**config.mk**
```make
export PLATFORM = sky130hd
export DESIGN_NAME = ysyx_23060042_wbu
export DESIGN_NICKNAME = d
export VERILOG_FILES = /design/src/rtl/ysyx_23060042_wbu.sv
export SDC_FILE = /design/constraint.sdc
export NUM_CORES = 2
export LEC_CHECK = 0
export CORE_MARGIN = 1
export CORE_UTILIZATION = 60
export CTS_CLUSTER_SIZE = 16
export DETAILED_ROUTE_END_ITERATION = 6
export GPL_TIMING_DRIVEN = 0
export PLACE_DENSITY = 0.78
export SYNTH_ARGS = -nofsm -noshare
export SYNTH_HDL_FRONTEND = slang
export SYNTH_SLANG_ARGS = --single-unit
```
**constraint.sdc**
```tcl
create_clock -name clk -period 5.25 [get_ports clk]
set_input_delay 1.05 -clock clk [delete_from_list [all_inputs] [get_ports clk]]
set_output_delay 1.05 -clock clk [all_outputs]
set_load 0.005 [all_outputs]
```
**src/rtl/ysyx_23060042_wbu.sv**
```systemverilog
// Writeback unit: in-order pending-writeback queue retiring into a 32-entry GPR file,
// with operand read ports that bypass from queued (not yet retired) results.
module ysyx_23060042_wbu #(
    parameter int XLEN      = 32,
    parameter int NREG_BITS = 5,
    parameter int QDEPTH    = 2
) (
    input  logic                 clk,
    input  logic                 rst,
    input  logic                 in_valid,
    output logic                 in_ready,
    input  logic [NREG_BITS-1:0] in_rd,
    input  logic [XLEN-1:0]      in_wdata,
    input  logic                 in_wen,
    input  logic                 wb_stall,
    input  logic [NREG_BITS-1:0] raddr1,
    input  logic [NREG_BITS-1:0] raddr2,
    output logic [XLEN-1:0]      rdata1,
    output logic [XLEN-1:0]      rdata2,
    output logic                 commit_valid,
    output logic [NREG_BITS-1:0] commit_rd,
    output logic [XLEN-1:0]      commit_wdata,
    output logic                 commit_wen,
    output logic                 pending
);

    localparam int NREG = 1 << NREG_BITS;
    localparam int PTRW = (QDEPTH > 1) ? $clog2(QDEPTH) : 1;
    localparam int CNTW = $clog2(QDEPTH + 1);

    logic [XLEN-1:0]      r_regs    [NREG];
    logic [NREG_BITS-1:0] r_q_rd    [QDEPTH];
    logic [XLEN-1:0]      r_q_wdata [QDEPTH];
    logic                 r_q_wen   [QDEPTH];
    logic [PTRW-1:0]      r_head;
    logic [PTRW-1:0]      r_tail;
    logic [CNTW-1:0]      r_count;

    logic w_push;
    logic w_pop;
    logic w_head_wr;

    assign in_ready  = (r_count < CNTW'(QDEPTH));
    assign pending   = (r_count != '0);
    assign w_push    = in_valid && in_ready;
    assign w_pop     = (r_count != '0) && !wb_stall;
    assign w_head_wr = r_q_wen[r_head] && (r_q_rd[r_head] != '0);

    // Queue payload carries no reset; occupancy is governed solely by r_count.
    always_ff @(posedge clk) begin
        if (w_push) begin
            r_q_rd[r_tail]    <= in_rd;
            r_q_wdata[r_tail] <= in_wdata;
            r_q_wen[r_tail]   <= in_wen;
        end
    end

    always_ff @(posedge clk) begin
        if (rst) begin
            for (int unsigned i = 0; i < NREG; i++) begin
                r_regs[i] <= '0;
            end
            r_head       <= '0;
            r_tail       <= '0;
            r_count      <= '0;
            commit_valid <= 1'b0;
            commit_rd    <= '0;
            commit_wdata <= '0;
            commit_wen   <= 1'b0;
        end else begin
            if (w_push) begin
                r_tail <= r_tail + 1'b1;
            end
            if (w_pop) begin
                r_head <= r_head + 1'b1;
                if (w_head_wr) begin
                    r_regs[r_q_rd[r_head]] <= r_q_wdata[r_head];
                end
                commit_rd    <= r_q_rd[r_head];
                commit_wdata <= r_q_wdata[r_head];
                commit_wen   <= w_head_wr;
            end
            commit_valid <= w_pop;
            if (w_push && !w_pop) begin
                r_count <= r_count + 1'b1;
            end else if (!w_push && w_pop) begin
                r_count <= r_count - 1'b1;
            end
        end
    end

    // Walk queued entries oldest to youngest so the youngest matching write wins.
    function automatic logic [XLEN-1:0] f_read(input logic [NREG_BITS-1:0] addr);
        logic [XLEN-1:0] v;
        logic [PTRW-1:0] idx;
        v = r_regs[addr];
        for (int unsigned i = 0; i < QDEPTH; i++) begin
            idx = r_head + PTRW'(i);
            if ((CNTW'(i) < r_count) && r_q_wen[idx] && (r_q_rd[idx] == addr)) begin
                v = r_q_wdata[idx];
            end
        end
        if (addr == '0) begin
            v = '0;
        end
        return v;
    endfunction

    always_comb begin
        rdata1 = f_read(raddr1);
        rdata2 = f_read(raddr2);
    end

endmodule

```
==> summary.md <==
| Metric | Value |
|---|---|
| Layout Skew | `0.0431 ns` |
| Worst EP arrival | `just under 6 ns` |
| Final GP Congestion | `around 1.1` |
| Worst slew margin | `about 6.1%` |
| Largest cells by area after synthesis | `edfxtp_1 57%, mux4_2 20%, nor2_1 6.8%, mux2i_1 3.5%, clkbuf_1 2.1%` |
| Synth area leader | `edfxtp_1` |
| Status | `finished with violations` |
| Final setup fails | `269` |
| Num ports | `about 160` |
| Mapped Cells | `just over 4k` |
| Syn_area_per_cell | `approximately 14 um2` |
| Drt first pass iters | `7` |
| CP endpoint kind | `flip-flop` |
| CP Launch Type | `flip-flop` |
| Part of the Yosys area used for sequential elements | `58.5%` |
| Crit path required time | `between 5 and 6 ns` |
| Post-DP HPWL | `about 150000 um` |
| Max-slew violations | `0` |
| Hold WS | `0.502 ns` |
| Die area | `slightly below 100000 um2` |
| Clock Path Buffers | `3` |
| Post-synth top area share | `around 57%` |
| Hold WC Path Type | `flip-flop to flip-flop` |
| Initial DRC Count | `roughly 8.6k` |
| Post-synthesis cell area | `58000 um2` |
| Syn-to-layout area delta | `14.9%` |
| FP Rows | `~110` |
| Worst Max-Slew Pin Slew | `around 1.4 ns` |
| Largest net degree at the start of global routing | `33` |
| Crit path max-delay family | `simple AND/OR/NAND/NOR gates` |
| Worst R2R Path Depth | `10` |
| Critical Path, Cell by Cell | `inv_1 > ha_1 > nor2_1 > inv_1 > or3_1 > nor3b_2 > nand2_1 > clkbuf_1 > nand2_2 > buf_12` |
| Fill count | `~6.3k` |
| Clock sinks | `1144` |
| Initial antenna violation count | `12` |
| RR Endpoint | `r_regs[16][6]$_SDFFCE_PN0P_` |
| Total number of yosys warnings | `0` |
| Post-synth EDFFs | `between 1k and 1.5k` |
| Period utilization | `104%` |
| Clock-pin slew on the worst setup and hold paths | `0.06 ns` |
| RSZ-0062 raised after global routing | `yes` |
| Min-Delay Startpoint | `commit_wdata[6]$_SDFFE_PP0P_` |
| Ys async rst share | `0%` |
| Number of buffers created by CTS | `118` |
| Global-route wire length before repair | `~290000 um` |
| #FFs+latches synth | `between 1k and 1.5k` |
| Vias | `about 43k` |
| Drt drc | `1` |
| I/O Buffers | `between 100 and 150` |
| Remaining antenna violation count | `0` |
| Nets | `4458` |
| Tot Pwr | `between 20 and 25 mW` |
| Via density | `roughly 7.4` |
| Crit-path max FO | `26` |
| IR drop worst, VDD | `0.337 mV` |
| Post-place setup slack | `-2.01 ns` |
| Clock root cell | `clkbuf_16` |
| WL final | `210000 um` |
| Number of global-route vias before repair | `between 40k and 50k` |
| Total Routing Usage GR | `a little over two fifths` |
| Worst path slowest cell | `nor3b_2` |
| FF-to-FF Start | `r_count[1]$_SDFFE_PP0P_` |
| Critical path class | `flip-flop to flip-flop` |
| Core box area | `between 90000 and 100000 um2` |
| Setup TNS | `-18.29 ns` |
| Synth Flop Type | `edfxtp_1` |
| Final Worst Setup Slack | `-0.191 ns` |
| Leak Pwr | `between 20 and 25 nW` |
| Worst-Skew Late Latency | `0.75 ns` |
| Fin crit period | `around 5.4 ns` |
| Die Wd | `approximately 310 um` |
| Top cells by instance count after synthesis | `1100 x edfxtp_1, 1049 x nor2_1, 510 x mux4_2, 317 x clkbuf_1, 204 x mux2i_1` |
| Starting density of the core | `60.8%` |
| H-Tree Depth | `3` |
| Placed inst area | `roughly 62000 um2` |
| Design area | `around 67000 um2` |
| Max Fclk | `0.184 GHz` |
| Max-cap viol count | `0` |
| R2R Setup Slk | `-0.19 ns` |
| CTS tree | `done` |
| Fraction of layout instances using a drive strength above 1 | `22.8%` |
| Post-DR wirelength/cell | `approximately 36 um` |
| Hold Path Depth | `2` |
| Distinct cells, synth | `52` |
| Grt total ovfl | `0` |
| Worst Hold End | `commit_wdata[6]$_SDFFE_PP0P_` |
| Power Density | `about 370 nW/um2` |
| Most common cell in the netlist | `edfxtp_1` |
| Critical Path Max Stage Delay | `between 1 and 1.5 ns` |
| Failing checks | `design-rule violations, negative setup slack` |
| Sequential cell area | `33900 um2` |
| Hold_buf cts | `0` |
| Buf/Inv on CP | `4` |
| Final hold violation count | `0` |
| Most used cell, CP | `inv_1` |
| Die Y | `about 310 um` |
| Area occupied by multi-input gates | `roughly 23000 um2` |
placed cells by master, fill, tap and decap left out, types with 32 or more instances in the layout:
cell	count
edfxtp_1	1100
nor2_1	1048
mux4_2	510
clkbuf_1	262
mux2i_1	190
clkdlybuf4s50_1	146
clkbuf_16	122
nand2_1	69
a211oi_1	68
nor2b_1	66
o22ai_1	62
a21oi_1	61
a22oi_1	61
clkbuf_2	53
dfxtp_1	44
buf_2	38
clkinv_1	38
inv_1	37
buf_4	36
o21ai_0	33
mux2_2	33
nand2_2	32
conb_1	32
worst max-delay path by stage:
stage | startpoint | slack, ns | to | cells past startpoint
after floorplan | raddr2[2] | 1.19 | rdata2[30] | 7
after global placement | raddr1[2] | -1.92 | rdata1[17] | 9
after detailed placement | raddr1[2] | -2.01 | rdata1[17] | 9
after CTS | raddr1[1] | 0.005 | rdata1[25] | 9
after global routing | flip-flop | -0.02 | rdata1[20] | 9
final | r_count[1]$_SDFFE_PP0P_ | -0.19 | r_regs[16][6]$_SDFFCE_PN0P_ | 10
routing by layer:
layer,vias up,track usage [%],share of wire [%]
met5,-,1.69,0.27
met4,20,32.2,9.4
met3,1051,16.0,17
met2,4541,62.5,44
met1,20800,51.8,30
li1,16300,-,-
worst reg2reg max path: cells and delay by family (launching register included):
family	cells	cell delay, ns
AND/OR/NAND/NOR	5	3.35
buffers and inverters	4	1.06
flip-flops	1	0.34
adder cells (fa/ha/maj)	1	0.31
report_power, final:
part           internal [mW]  leakage (nW)  switching [mW]
combinational           1.73          10.5            3.51
sequential              10.5          11.6           0.307
clock                   4.76          1.86            3.73
total                   17.0          23.9            7.54
cell families after synthesis:
family	share of synthesized area [%]
and+or+nand+nor	8.98
DFF	58.5
muxes	24.1
buffers and inverters	3.36
AOI/OAI and AO/OA	4.66
xor gates and xnor gates	0.363
adders and majority gates	0.0648
other	0.00647
what timing repair did:
item                                   CTS  global route
pin swaps                                7            10
gates resized for setup                206           110
buffers inserted                         8             2
setup endpoints to repair               64           152
endpoints found under the hold margin    0             0
layout make-up:
class                   count  area share [%]
inverters                  38           0.216
diodes                     12          0.0451
clock buffers             143            4.70
multi-input cells        2494            34.3
flip-flops and latches   1144            50.9
repair buffers            183            3.13
plain buffers             424            3.33
well taps                1265            2.38
clock inverters            82            1.01
stage by stage:
stage | std cells | util (%)
floorplan | 4102 | -
global placement | 5515 | 64.2
detailed placement | 5540 | 64.8
CTS | 5772 | 69.5
global route | 5774 | 69.9
finish | 5785 | 69.9
registers in the layout (all words and copies together) (netlist names), named ones only:
| register | count |
|---|---|
| r_head | 1 |
| r_q_rd | 10 |
| commit_rd | 5 |
| r_tail | 1 |
| commit_wdata | 32 |
| r_regs | 1024 |
| r_q_wdata | 64 |
| r_count | 2 |
| commit_wen | 1 |
| commit_valid | 1 |
| r_q_wen | 2 |
(Power assumes the default switching activity.)
